## src/rtl/multicycle_controller.sv

```systemverilog
// Moore control FSM for the multicycle ARM datapath: state sequencing, NZCV flags, condition check.
// Optional CMP/TST no-write decode enabled by defining CMP_TST_NOWRITE_EN.
module multicycle_controller #(
  parameter logic [3:0] FLAGS_RESET = 4'b0000
) (
  input  logic        clk,
  input  logic        Reset,
  input  logic [31:0] Instr,
  input  logic [3:0]  ALUFlags,
  output logic        PCWrite,
  output logic        MemWrite,
  output logic        RegWrite,
  output logic        IRWrite,
  output logic        AdrSrc,
  output logic [1:0]  ResultSrc,
  output logic        ALUSrcA,
  output logic [1:0]  ALUSrcB,
  output logic [1:0]  ALUCtrl,
  output logic [1:0]  ImmSrc,
  output logic [1:0]  RegSrc,
  output logic [3:0]  State,
  output logic [3:0]  Flags
);

  typedef enum logic [3:0] {
    S_FETCH  = 4'd0,
    S_DECODE = 4'd1,
    S_MEMADR = 4'd2,
    S_MEMRD  = 4'd3,
    S_MEMWB  = 4'd4,
    S_MEMWR  = 4'd5,
    S_EXECR  = 4'd6,
    S_EXECI  = 4'd7,
    S_ALUWB  = 4'd8,
    S_BRANCH = 4'd9
  } state_t;

  state_t      r_state, w_next;
  logic [3:0]  r_flags;
  logic [3:0]  w_cond;
  logic [1:0]  w_op;
  logic [5:0]  w_funct;
  logic        w_rd15;
  logic [1:0]  w_alu_dp;
  logic        w_nowrite;
  logic        w_cond_ok;
  logic        w_pcw, w_memw, w_regw, w_irw;
  logic        w_unused;

  assign w_cond   = Instr[31:28];
  assign w_op     = Instr[27:26];
  assign w_funct  = Instr[25:20];
  assign w_rd15   = (Instr[15:12] == 4'hF);
  assign w_unused = ^{Instr[19:16], Instr[11:0]};

  always_comb begin
    w_alu_dp  = 2'b00;
    w_nowrite = 1'b0;
    case (w_funct[4:1])
      4'b0100: w_alu_dp = 2'b00;
      4'b0010: w_alu_dp = 2'b01;
      4'b0000: w_alu_dp = 2'b10;
      4'b1100: w_alu_dp = 2'b11;
`ifdef CMP_TST_NOWRITE_EN
      4'b1010: begin w_alu_dp = 2'b01; w_nowrite = 1'b1; end
      4'b1000: begin w_alu_dp = 2'b10; w_nowrite = 1'b1; end
`endif
      default: w_alu_dp = 2'b00;
    endcase
  end

  always_comb begin
    logic n, z, c, v;
    {n, z, c, v} = r_flags;
    case (w_cond)
      4'h0:    w_cond_ok = z;
      4'h1:    w_cond_ok = !z;
      4'h2:    w_cond_ok = c;
      4'h3:    w_cond_ok = !c;
      4'h4:    w_cond_ok = n;
      4'h5:    w_cond_ok = !n;
      4'h6:    w_cond_ok = v;
      4'h7:    w_cond_ok = !v;
      4'h8:    w_cond_ok = c & !z;
      4'h9:    w_cond_ok = !c | z;
      4'hA:    w_cond_ok = (n == v);
      4'hB:    w_cond_ok = (n != v);
      4'hC:    w_cond_ok = !z & (n == v);
      4'hD:    w_cond_ok = z | (n != v);
      4'hE:    w_cond_ok = 1'b1;
      default: w_cond_ok = 1'b0;
    endcase
  end

  always_ff @(posedge clk) begin
    if (Reset) begin
      r_state <= S_FETCH;
      r_flags <= FLAGS_RESET;
    end else begin
      r_state <= w_next;
      // N,Z follow every flag-setting op; C,V only for the arithmetic (ADD/SUB) class
      if ((r_state == S_EXECR || r_state == S_EXECI) && w_funct[0]) begin
        r_flags[3:2] <= ALUFlags[3:2];
        if (!w_alu_dp[1]) r_flags[1:0] <= ALUFlags[1:0];
      end
    end
  end

  always_comb begin
    w_next    = S_FETCH;
    w_pcw     = 1'b0;
    w_memw    = 1'b0;
    w_regw    = 1'b0;
    w_irw     = 1'b0;
    AdrSrc    = 1'b0;
    ResultSrc = 2'b00;
    ALUSrcA   = 1'b0;
    ALUSrcB   = 2'b00;
    ALUCtrl   = 2'b00;
    case (r_state)
      S_FETCH: begin
        w_irw = 1'b1; w_pcw = 1'b1;
        ALUSrcA = 1'b1; ALUSrcB = 2'b10; ResultSrc = 2'b10;
        w_next = S_DECODE;
      end
      S_DECODE: begin
        ALUSrcA = 1'b1; ALUSrcB = 2'b10; ResultSrc = 2'b10;
        if (!w_cond_ok)         w_next = S_FETCH;
        else case (w_op)
          2'b00:   w_next = w_funct[5] ? S_EXECI : S_EXECR;
          2'b01:   w_next = S_MEMADR;
          2'b10:   w_next = S_BRANCH;
          default: w_next = S_FETCH;
        endcase
      end
      S_MEMADR: begin
        ALUSrcB = 2'b01;
        w_next = w_funct[0] ? S_MEMRD : S_MEMWR;
      end
      S_MEMRD: begin
        AdrSrc = 1'b1;
        w_next = S_MEMWB;
      end
      S_MEMWB: begin
        ResultSrc = 2'b01; w_regw = 1'b1; w_pcw = w_rd15;
      end
      S_MEMWR: begin
        AdrSrc = 1'b1; w_memw = 1'b1;
      end
      S_EXECR: begin
        ALUCtrl = w_alu_dp;
        w_next = S_ALUWB;
      end
      S_EXECI: begin
        ALUSrcB = 2'b01; ALUCtrl = w_alu_dp;
        w_next = S_ALUWB;
      end
      S_ALUWB: begin
        w_regw = !w_nowrite; w_pcw = w_rd15 & !w_nowrite;
      end
      S_BRANCH: begin
        ALUSrcB = 2'b01; ResultSrc = 2'b10; w_pcw = 1'b1;
      end
      default: w_next = S_FETCH;
    endcase
  end

  assign PCWrite  = w_pcw  & ~Reset;
  assign MemWrite = w_memw & ~Reset;
  assign RegWrite = w_regw & ~Reset;
  assign IRWrite  = w_irw  & ~Reset;
  assign ImmSrc   = w_op;
  assign RegSrc   = {w_op == 2'b01, w_op == 2'b10};
  assign State    = r_state;
  assign Flags    = r_flags;

endmodule

```

## config.mk

```make
export PLATFORM = sky130hd
export DESIGN_NAME = multicycle_controller
export DESIGN_NICKNAME = d
export VERILOG_FILES = /design/src/rtl/multicycle_controller.sv
export SDC_FILE = /design/constraint.sdc
export NUM_CORES = 1
export LEC_CHECK = 0
export BUFFER_PORTS_ARGS = -buffer_cell sky130_fd_sc_hd__buf_2
export CORE_MARGIN = 10
export CORE_UTILIZATION = 30
export CTS_CLUSTER_SIZE = 28
export DETAILED_ROUTE_END_ITERATION = 6
export PLACE_DENSITY = 0.74
export SLEW_MARGIN = 20
export SYNTH_ARGS = -nofsm -noshare
export SYNTH_HDL_FRONTEND = slang
export SYNTH_SLANG_ARGS = --single-unit
```

## constraint.sdc

```tcl
create_clock -name clk -period 1.3 [get_ports clk]
set_input_delay 0.065 -clock clk [delete_from_list [all_inputs] [get_ports clk]]
set_output_delay 0.065 -clock clk [all_outputs]
set_load 0.01 [all_outputs]
```

---- Yosys cells after proc, flatten, opt, wreduce, memory -nomap -nowiden ----
Cells that the tools add are included.
storage, ports and cells
  bits in registers ....................... 8
  logic and storage cells ................. 77
  input bits .............................. 38
  output and inout port bits .............. 24
cells by class
  bitwise gates (word level) .............. 10
  mux-type cells .......................... 16
  reduce and logical (&&, ||, !) cells .... 18
  equal/unequal tests ..................... 30
operator list
  operator              number
  $eq A4 B4 Y1 const B  11
  $eq A4 B3 Y1 const B  8
  $eq A4 B2 Y1 const B  5
  $pmux W4 S5           1
  $pmux W1 S15          1
  $logic_not A4 Y1      3
  $pmux W4 S3           1
  $reduce_or A2 Y1      5
  $eq A4 B1 Y1 const B  2
  $pmux W2 S2           2
  $and A1 B1 Y1         6
  $mux W1               6
  $pmux W2 S3           1
  $reduce_or A3 Y1      2
  $logic_not A1 Y1      4
  $mux W4               1
  $mux W3               1
  $eq A2 B1 Y1 const B  1
  $eq A2 B2 Y1 const B  1
  $logic_not A2 Y1      1
  $mux W2               1
  $not A1 Y1            2
  $or A1 B1 Y1          2
  $pmux W1 S2           1
  other kinds (5)       5

---- Logic depth before layout (Yosys ltp) ----
Gate-level depths: netlist of run 1.
  word-level depth ........................ 5
  mapped depth ............................ 5
  depth with buffers taken out ............ 5

---- Worst setup path before layout of run 1 ----
Ideal clock, no wire load.
  kind .................................... register to register
  start point ............................. reg r_flags[2], in the netlist Flags[2]
  end point ............................... reg r_state[3], in the netlist State[3]
  data required time ...................... 1.164 ns
  stages on the path, launching flop included .. 6
  data arrival time ....................... 1.296 ns
  setup time .............................. 0.136 ns
  path slack .............................. -0.132 ns
  path buffers ............................ 0
  cell sequence ........................... dfxtp_1 -> and3b_1 -> a22oi_2 -> xnor2_1 -> a211oi_2 -> o22ai_1
between the ends
  word-level cells in the longest chain between the ends .. 5
  elaborated cells on any way between the ends .. 8
  classes of those cells .................. 3 x mux; 4 x bitwise; 1 x reduce/logical
ends and longest elaborated chain
  element                           line        RTL
  start: declaration                39          logic [3:0] r_flags;
  start signal: assignment          103         r_flags[3:2] <= ALUFlags[3:2];
  $logic_not A1 Y1                  77, 84, 88
  $and A1 B1 Y1 (on tied branches)  88, 84
  $pmux W1 S15 *                    75          case (w_cond)
  $mux W4 *                         128         if (!w_cond_ok) w_next = S_FETCH;
  $pmux W4 S5 *                     120         case (r_state)
  end signal: assignment            100         r_state <= w_next;
  end: declaration                  38          state_t r_state, w_next;
Mark *: on every way between the ends. The rest lies on a longest branch, timed or not.
A chain may end at the register's enable or synchronous reset.

---- Worst setup path after layout of run 1 ----
  start point ............................. reg r_flags[1], in the netlist Flags[1]
  end point ............................... reg r_state[2], in the netlist State[2]
between the ends
  word-level cells in the longest chain between the ends .. 5
  elaborated cells on any way between the ends .. 6
  classes of those cells .................. 3 x mux; 2 x bitwise; 1 x reduce/logical
ends and longest elaborated chain
  element                   line    RTL
  start signal: assignment  104     if (!w_alu_dp[1]) r_flags[1:0] <= ALUFlags[1:0];
  $logic_not A1 Y1          79, 85
  $or A1 B1 Y1              85      4'h9: w_cond_ok = !c | z;
  $pmux W1 S15 *            75
  $mux W4 *                 128
  $pmux W4 S5 *             120
Marks and branches as above.

==> summary.md, run 1 <==
| Metric | Value |
|---|---|
| Outcome | `complete, but fails checks` |
| Failing checks | `negative setup slack` |
| Nets | `183` |
| Setup Skew | `0.000458 ns` |
| Via density per instance | `between 5 and 6` |
| Power Dens Cells | `659 mW/mm^2` |
| Number of synthesized flops with an enable pin | `0` |
| First-pass GRT wire length | `4130 um` |
| Final Cycle Share | `113%` |
| Crit path time final | `1.46 ns` |
| Synth Area in Compound Gates | `between 10% and 20%` |
| Pin count of the biggest net entering global routing | `11` |
| GRT overflow | `0` |
| Core Area | `between 0.002 and 0.0025 sq mm` |
| Number of remaining DRC errors | `0` |
| Post-synth ARST share | `0%` |
| CP required | `1.47 ns` |
| Placed cell count | `165` |
| Slew @ Worst Pin | `0.262 ns` |
| Simple-gate share of the synthesized area | `38.9%` |
| Vias in the first global route | `slightly below 900` |
| Top-count cell post-synth | `nor2_1` |
| Starting Density | `31.6%` |
| Via count | `roughly 890` |
| Yosys top cell area share | `22.9%` |
| Max Slew Vio Count | `0` |
| Die X-Extent | `68.2 um` |
| GPL Wtd Cong | `0.772` |
| Final Setup Violations | `11` |
| Max Used Layer | `met4` |
| Synth Area in XOR/XNOR | `~8.8%` |
| Unrepaired setup endpoints after global routing | `yes` |
| Post-synth top cells | `nor2_1 (12), dfxtp_1 (8), nand2_1 (7), nor3_1 (7)` |
| DP HPWL | `2120 um` |
| Top_reg_cell synth | `dfxtp_1` |
| Synth Area in Adders | `0%` |
| Crit Path Category | `register to register` |
| Area contributors post-synth | `dfxtp_1 (23%), mux2i_1 (7.2%), nor2_1 (6.5%), nor3_1 (5.0%), xor2_1 (5.0%)` |
| Post-DRT Antenna Nets | `0` |
| Post-Syn Instances | `91` |
| Initial antenna violation count | `0` |
| Input/output buffers | `45` |
| Ys Warns | `0` |
| Max Buffers Root-to-Sink | `2` |
| Die area | `0.00466 sq mm` |
| CTS tree | `built` |
| Routed length per placed instance | `about 16 um` |
| Routed length on met1 | `1040 um` |
| Final Worst Setup Slack | `-0.163 ns` |
| Sequential-to-total area share from yosys stat | `22.9%` |
| TritonCTS Buffers | `3` |
| Final Hold Vio Count | `0` |
| Synthesized area | `698 sq um` |
| Met2 wire len | `1450 um` |
| HP Class | `primary input to register` |
| WL final | `2750 um` |
| Critical-path maximum fanout | `4` |
| Clock Latency Late Sink | `0.26 ns` |
| FILL cells | `approximately 220` |
| Die Ht | `~68 um` |
| Drt initial violations | `27` |
| Clock sinks | `8` |
| H-tree Lvls | `1` |
| WL met3 | `236 um` |
| GRT Util Overall | `11.3%` |
| Synth unique cells | `35` |
| Slew HR | `between 80% and 90%` |
| Maxcap violations | `0` |
| Max VDD drop | `0.000440 V` |
| Area Overhead vs Synth | `57.9%` |
| Initial DRT Pass Iterations | `4` |
| Rows | `17` |
| CTS Hold Bufs | `0` |
| Mean post-synth cell area | `approximately 7.7 sq um` |
| Root buffer cell | `clkbuf_4` |
| Setup TNS | `-1.03 ns` |
| Worst-path clk slew | `0.06 ns` |
| Mapped Nets | `129` |
| Ports | `62` |
| Share of cells above drive strength 1 | `54.9%` |
| Main combinational cell family by area after synthesis | `simple AND/OR/NAND/NOR gates` |
| Pleak | `0.521 nW` |
| Post-synthesis mux area share | `7.17%` |
| Max Clock Freq | `684 MHz` |
| #FFs+latches synth | `8` |
| WP data arrival | `1.63 ns` |
| Synth area leader | `dfxtp_1` |
| Crit path launch type | `register` |
| Post-route insts no fill | `between 150 and 200` |
| Setup crit end kind | `register` |
| Ant. Diodes | `0` |
## layout make-up
cell class	count	area, sq um	area share (%)
inverters	1	3.75	0.341
repair buffers	55	305	27.7
well taps	28	35.0	3.18
flip-flops and latches	8	176	16.0
clock buffers	4	26.3	2.38
multi-input cells	76	556	50.4
## metal layers
layer / vias to the layer above / GRT usage [%]
met5: - / 0
met4: 0 / 4.27
met3: 4 / 4.89
met2: 37 / 20.2
met1: 409 / 11.5
li1: 439 / -
## power breakdown
part           switching (mW)  internal [mW]  leakage (nW)
Combinational           0.135          0.112         0.437
Clock                  0.0991          0.118        0.0150
Sequential             0.0137          0.248        0.0690
Total                   0.248          0.479         0.521
## repair_timing
item                                    4_1_cts  5_1_grt
pin swaps                                     3        5
buffers inserted                              1        1
gates resized for setup                       6       12
cloned                                        0        1
endpoints found under the setup margin       11       13
## worst paths after layout
| check | from | cells past startpoint | slack, ns | endpoint |
|---|---|---|---|---|
| hold reg to reg | State[1]$_SDFF_PP0_ | 2 | 0.52 | State[1]$_SDFF_PP0_ |
| setup / recovery | Flags[1]$_SDFFE_PP0P_ | 6 | -0.16 | State[2]$_SDFF_PP0_ |
| setup reg to reg | Flags[1]$_SDFFE_PP0P_ | 6 | -0.16 | State[2]$_SDFF_PP0_ |
| hold / removal | ALUFlags[3] | 3 | 0.04 | Flags[3]$_SDFFE_PP0P_ |
## layout by cell type (no fill, tap or decap), types with 2 or more instances in the layout
master,Yosys,layout
xor2_1,4,4
nor3_1,7,6
a21oi_1,3,2
clkbuf_4,0,3
and3_1,2,2
o41ai_2,1,2
buf_4,2,7
nor2_1,12,10
nor2b_1,5,4
o22ai_1,2,2
xnor2_1,3,2
buf_2,1,46
dfxtp_2,0,4
nand2_1,7,7
nand3_1,2,2
dfxtp_4,0,3
nand2b_1,3,3
mux2i_1,5,4
nor2_2,0,2
buf_6,0,2
nand3b_1,2,2
## logic make-up after synthesis
group | count (synthesis)
DFF | 8
xor gates and xnor gates | 7
muxes | 5
AOI/OAI and AO/OA | 14
buffers and inverters | 7
and+or+nand+nor | 50
## state kept, by name, indices dropped and copies added, names as in the netlist
name / count
Flags: 4
State: 4
## stage by stage
stage	util, %	total power, mW	hold WS (ns)	setup slack [ns]	area, sq um
final	49.8	0.726	0.0387	-0.163	1100
after global routing	49.8	0.779	0.0505	-0.243	1100
after CTS	47.0	0.713	0.0474	-0.172	1040
after detailed placement	44.7	0.494	0.313	-0.163	988
after global placement	44.7	0.484	0.297	-0.0979	988
after floorplan	-	0.384	0.166	-0.0410	709
## worst max-delay path: stages (launching register included)
cell	delay [ns]
dfxtp_2	0.33
or3b_1	0.37
a21oi_2	0.13
o21a_1	0.13
a211oi_2	0.04
buf_4	0.16
o41ai_2	0.20
Power figures use the tool's default switching activity.
==> run 2: changes to the inputs <==
--- a/config.mk
+++ b/config.mk
@@ -10,7 +10,7 @@
 export CORE_UTILIZATION = 30
 export CTS_CLUSTER_SIZE = 28
 export DETAILED_ROUTE_END_ITERATION = 6
-export PLACE_DENSITY = 0.74
+export PLACE_DENSITY = 0.71
 export SLEW_MARGIN = 20
 export SYNTH_ARGS = -nofsm -noshare
 export SYNTH_HDL_FRONTEND = slang
==> constraint.sdc (replaced) <==
create_clock -name clk -period 1.64 [get_ports clk]
set_input_delay 0.082 -clock clk [delete_from_list [all_inputs] [get_ports clk]]
set_output_delay 0.082 -clock clk [all_outputs]
set_load 0.01 [all_outputs]
==> summary.md, run 2 (synthesized netlist as in run 1, its figures left out) <==
| Metric | Value |
|---|---|
| Share of power burned in registers | `38.5% (was 36.1%)` |
| RR Startpoint | `Flags[2]$_SDFFE_PP0P_ (was Flags[1]$_SDFFE_PP0P_)` |
| Setup crit end kind | `register (unchanged)` |
| Final Worst Setup Slack | `0.0762 ns (was -0.163 ns)` |
| Min-Delay Startpoint | `ALUFlags[3] (unchanged)` |
| Ports | `62 (unchanged)` |
| Internal power | `366 uW (was 479 uW)` |
| Pin count of the biggest net entering global routing | `14 (was 11)` |
| Worst-path clk slew | `0.06 ns (about the same)` |
| Initial DRT Pass Iterations | `4 (unchanged)` |
| Clock sinks | `8 (unchanged)` |
| Die X-Extent | `68.2 um (unchanged)` |
| Net Sw Frac | `33.3% (was 34.1%)` |
| Max Buffers Root-to-Sink | `2 (unchanged)` |
| Die area | `0.00466 sq mm (unchanged)` |
| Input/output buffers | `45 (unchanged)` |
| Vias in the first global route | `818 (was 893)` |
| GRT overflow | `0 (unchanged)` |
| Crit Path Category | `register to register (unchanged)` |
| Share of cells above drive strength 1 | `45.3% (was 54.9%)` |
| Commonest non-fill, non-tap cell in the layout | `buf_2 (unchanged)` |
| Area Overhead vs Synth | `45.3% (was 57.9%)` |
| Drt initial violations | `52 (was 27)` |
| Core Area | `0.00221 sq mm (unchanged)` |
| Clock power share | `28.4% (was 29.9%)` |
| Max VDD drop | `0.000338 V (was 0.000440 V)` |
| Power, Total | `549 uW (was 726 uW)` |
| Max Clock Freq | `639 MHz (was 684 MHz)` |
| Multi-input gate area | `533 sq um (was 556 sq um)` |
| Pleak | `0.495 nW (was 0.521 nW)` |
| Setup TNS | `0 ns (was -1.03 ns)` |
| Die Ht | `68.2 um (unchanged)` |
| HP Class | `primary input to register (unchanged)` |
| Design Area, Final | `0.00101 sq mm (was 0.00110 sq mm)` |
| Final Setup Violations | `0 (was 11)` |
| Routed length per placed instance | `14.3 um (was 16.0 um)` |
| GRT Util Overall | `9.88% (was 11.3%)` |
| Maxcap violations | `0 (unchanged)` |
| Worst Hold Slack | `0.0603 ns (was 0.0387 ns)` |
| Placement Setup Slack | `0.0316 ns (was -0.163 ns)` |
| WP data arrival | `1.73 ns (was 1.63 ns)` |
| Number of remaining DRC errors | `0 (unchanged)` |
| Rows | `17 (unchanged)` |
| GPL Wtd Cong | `0.797 (was 0.772)` |
| Initial antenna violation count | `0 (unchanged)` |
| First-pass GRT wire length | `3620 um (was 4130 um)` |
| Clock Latency Late Sink | `0.26 ns (about the same)` |
| Starting Density | `31.6% (unchanged)` |
| H-tree Lvls | `1 (unchanged)` |
| FILL cells | `231 (was 222)` |
| CTS tree | `built (unchanged)` |
| Logic pwr share | `33.2% (was 34.0%)` |
| Reg2Reg Setup Slack | `0.08 ns (was -0.16 ns)` |
| Via density per instance | `5.12 (was 5.17)` |
| Final Cycle Share | `95.4% (was 113%)` |
| Register area | `165 sq um (was 176 sq um)` |
| Power Dens Cells | `541 mW/mm^2 (was 659 mW/mm^2)` |
| Max Slew Vio Count | `0 (unchanged)` |
| WL final | `2360 um (was 2750 um)` |
| Crit path time final | `1.56 ns (was 1.46 ns)` |
| Critical-path maximum fanout | `5 (was 4)` |
| TritonCTS Buffers | `3 (unchanged)` |
| DP HPWL | `1940 um (was 2120 um)` |
| Via count | `845 (was 889)` |
| Nets | `177 (was 183)` |
| CP required | `1.80 ns (was 1.47 ns)` |
| Crit path launch type | `register (unchanged)` |
| Ant. Diodes | `0 (unchanged)` |
| Root buffer cell | `clkbuf_4 (unchanged)` |
| Outcome | `finished clean (was complete, but fails checks)` |
| Setup Skew | `0.00779 ns (was 0.000458 ns)` |
| Final Hold Vio Count | `0 (unchanged)` |
| Placed cell area | `950 sq um (was 988 sq um)` |
| Net Switching | `183 uW (was 248 uW)` |
| Crit. Startpoint | `Flags[2]$_SDFFE_PP0P_ (was Flags[1]$_SDFFE_PP0P_)` |
| Slew @ Worst Pin | `0.418 ns (was 0.262 ns)` |
| Post-DRT Antenna Nets | `0 (unchanged)` |
| Slew HR | `72.1% (was 82.5%)` |
| Highest-count cells in the layout ignoring fill and taps | `buf_2 (45), nor2_1 (12), nand2_1 (7), nor3_1 (6) (was buf_2 (46), nor2_1 (10), nand2_1 (7), buf_4 (7), nor3_1 (6))` |
run 2: per-stage QoR:
stage               cells  util [%]
global placement      161      42.9
finish                165      45.9
floorplan              91         -
global route          165      45.9
detailed placement    161      42.9
CTS                   164      43.9
run 2: routing by layer:
| metal | up-vias | track usage [%] | routed length [um] |
|---|---|---|---|
| li1 | 420 | - | - |
| met1 | 393 | 10.1 | 916 |
| met2 | 30 | 17.6 | 1130 |
| met3 | 2 | 4.57 | 301 |
| met4 | 0 | 3.02 | 17 |
| met5 | - | 0 | 0 |
run 2: critical path, cell delays in order, from the launching register on:
cell and delay (ns):
dfxtp_2 0.38, and3b_1 0.20, a22oi_2 0.19, xnor2_1 0.17, a211oi_2 0.10, buf_4 0.17, o41ai_4 0.26
run 2: path summary, 6_finish.rpt:
kind / to / cells after the start
worst max-delay path: State[0]$_SDFF_PP0_ / 6
worst min register to register: Flags[1]$_SDFFE_PP0P_ / 2
worst max register to register: State[0]$_SDFF_PP0_ / 6
worst min-delay path: Flags[3]$_SDFFE_PP0P_ / 3
run 2: layout make-up:
type,count,area share (%)
Timing Repair Buffer,49,25.2
Multi-Input combinational cell,76,52.5
Clock buffer,3,2.22
Tap cell,28,3.45
Inverter,1,0.370
Sequential cell,8,16.3
run 2: repair_timing:
item,in CTS,in global routing
buffers inserted,0,1
gates resized for setup,0,8
endpoints found under the setup margin,0,6
hold buffers,0,0
run 2: power groups by stage:
stage | clock network, mW | registers (mW) | logic [mW]
2_1_floorplan | 0 | 0.213 | 0.0923
3_3_place_gp | 0 | 0.214 | 0.162
3_5_place_dp | 0 | 0.214 | 0.168
4_1_cts | 0.162 | 0.210 | 0.169
5_1_grt | 0.170 | 0.213 | 0.203
6_report | 0.156 | 0.211 | 0.182
==> run 3: changes to the inputs <==
==> constraint.sdc (replaced) <==
create_clock -name clk -period 1.64 [get_ports clk]
set_input_delay 0.082 -clock clk [delete_from_list [all_inputs] [get_ports clk]]
set_output_delay 0.082 -clock clk [all_outputs]
set_load 0.05 [all_outputs]
==> summary.md, run 3 (synthesized netlist as in run 1, its figures left out) <==
| Metric | Value |
|---|---|
| Outcome | `finished clean (unchanged)` |
| Crit Path Category | `register to output pin (was register to register)` |
| Power Dens Cells | `591 mW/mm^2 (was 541 mW/mm^2)` |
| Max Slew Vio Count | `0 (unchanged)` |
| Max Buffers Root-to-Sink | `2 (unchanged)` |
| Die area | `0.00466 sq mm (unchanged)` |
| CTS Hold Bufs | `0 (unchanged)` |
| Root buffer cell | `clkbuf_4 (unchanged)` |
| H-tree Lvls | `1 (unchanged)` |
| Worst-path clk slew | `0.06 ns (about the same)` |
| CP required | `1.56 ns (was 1.80 ns)` |
| Maxcap violations | `0 (unchanged)` |
| Core Area | `0.00221 sq mm (unchanged)` |
| Critical-path maximum fanout | `6 (was 5)` |
| Input/output buffers | `45 (unchanged)` |
| Pin count of the biggest net entering global routing | `14 (unchanged)` |
| Drt initial violations | `12 (was 52)` |
| Rows | `17 (unchanged)` |
| GPL Wtd Cong | `0.738 (was 0.797)` |
| Ant. Diodes | `0 (unchanged)` |
| WP data arrival | `1.48 ns (was 1.73 ns)` |
| Routed length per placed instance | `14.6 um (was 14.3 um)` |
| Max VDD drop | `0.000399 V (was 0.000338 V)` |
| Starting Density | `31.6% (unchanged)` |
| Nets | `178 (was 177)` |
| Post-route insts no fill | `166 (was 165)` |
| Unrepaired setup endpoints after global routing | `no` |
| Vias in the first global route | `817 (was 818)` |
| Crit path launch type | `register (unchanged)` |
| DP HPWL | `1980 um (was 1940 um)` |
| Initial DRT Pass Iterations | `4 (unchanged)` |
| GRT Util Overall | `10.3% (was 9.88%)` |
| Setup TNS | `0 ns (unchanged)` |
| Ports | `62 (unchanged)` |
| Area Overhead vs Synth | `56.5% (was 45.3%)` |
| WL final | `2420 um (was 2360 um)` |
| HP Class | `primary input to register (unchanged)` |
| Via count | `836 (was 845)` |
| Max Clock Freq | `642 MHz (was 639 MHz)` |
| Slew HR | `74.0% (was 72.1%)` |
| Clock sinks | `8 (unchanged)` |
| First-pass GRT wire length | `3830 um (was 3620 um)` |
| Crit path time final | `1.56 ns (about the same)` |
| Setup crit end kind | `output pin (was register)` |
| Commonest non-fill, non-tap cell in the layout | `buf_2 (unchanged)` |
| Final Hold Vio Count | `0 (unchanged)` |
| Final Cycle Share | `95.0% (was 95.4%)` |
| Die X-Extent | `68.2 um (unchanged)` |
| CTS tree | `built (unchanged)` |
| Clock Latency Late Sink | `0.26 ns (about the same)` |
| Share of cells above drive strength 1 | `54.3% (was 45.3%)` |
| Post-DRT Antenna Nets | `0 (unchanged)` |
| Power, Total | `645 uW (was 549 uW)` |
| Highest-count cells in the layout ignoring fill and taps | `buf_2 (43), nor2_1 (10), dfxtp_2 (7), nand2_1 (7) (was buf_2 (45), nor2_1 (12), nand2_1 (7), nor3_1 (6))` |
| Placed cell count | `160 (was 161)` |
| GRT overflow | `0 (unchanged)` |
| Final Setup Violations | `0 (unchanged)` |
| Number of remaining DRC errors | `0 (unchanged)` |
| Pleak | `0.497 nW (was 0.495 nW)` |
| Setup Skew | `0.00819 ns (was 0.00779 ns)` |
| TritonCTS Buffers | `3 (unchanged)` |
| Slew @ Worst Pin | `0.389 ns (was 0.418 ns)` |
| Die Ht | `68.2 um (unchanged)` |
| Initial antenna violation count | `0 (unchanged)` |
| Via density per instance | `5.04 (was 5.12)` |
## run 3: changes by cell type in the layout (fill, tap and decap cells not counted), sizes merged
cell,delta
clkbuf,+1
clkinvlp,+1
inv,-1
## run 3: routing by layer
layer,part of all wire (%),GRT usage (%),vias to the layer above
met4,1.3,3.77,0
met3,9.3,3.59,4
met1,37,11.3,376
met5,0,0,-
met2,53,18.0,33
li1,-,-,423
## run 3: critical path, cell delays in order (launching register included)
cell	delay [ns]
dfxtp_2	0.40
clkinvlp_4	0.16
nor2_2	0.15
a21oi_1	0.12
o22ai_4	0.12
clkbuf_4	0.25
## run 3: path summary, 6_finish.rpt
kind                    startpoint                     to  slack (ns)  cells after the start
max reg2reg  Flags[2]$_SDFFE_PP0P_    State[3]$_SDFF_PP0_        0.15                      5
min reg2reg  Flags[1]$_SDFFE_PP0P_  Flags[1]$_SDFFE_PP0P_        0.53                      2
min                    ALUFlags[3]  Flags[3]$_SDFFE_PP0P_        0.06                      3
max            State[0]$_SDFF_PP0_             ALUSrcB[0]        0.08                      5
## run 3: timing repair
action,4_1_cts,5_1_grt
gates resized for setup,2,6
setup endpoints to repair,4,5
buffers inserted,2,1
## run 3: power breakdown
| group | total, mW | switching (mW) | internal (mW) |
|---|---|---|---|
| Sequential | 0.215 | 0.0146 | 0.200 |
| Clock | 0.158 | 0.0740 | 0.0842 |
| Combinational | 0.272 | 0.189 | 0.0833 |
| Total | 0.645 | 0.278 | 0.368 |
## run 3: through the flow
step | util, % | cell area [sq um] | setup WS [ns] | hold slack, ns
6_report | 49.4 | 1090 | 0.0826 | 0.0574
5_1_grt | 49.4 | 1090 | 0.0122 | 0.0730
3_5_place_dp | 46.3 | 1020 | 0.153 | 0.322
3_3_place_gp | 46.3 | 1020 | 0.162 | 0.315
2_1_floorplan | - | 779 | -0.338 | 0.175
4_1_cts | 48.3 | 1070 | 0.0164 | 0.0611
## run 3: cell type report
type	count	area [sq um]
sequential	8	173
inverter	1	7.51
clock buffer	3	22.5
timing repair buffer	50	272
fill	213	1120
tap	28	35.0
multi-input combinational	76	583
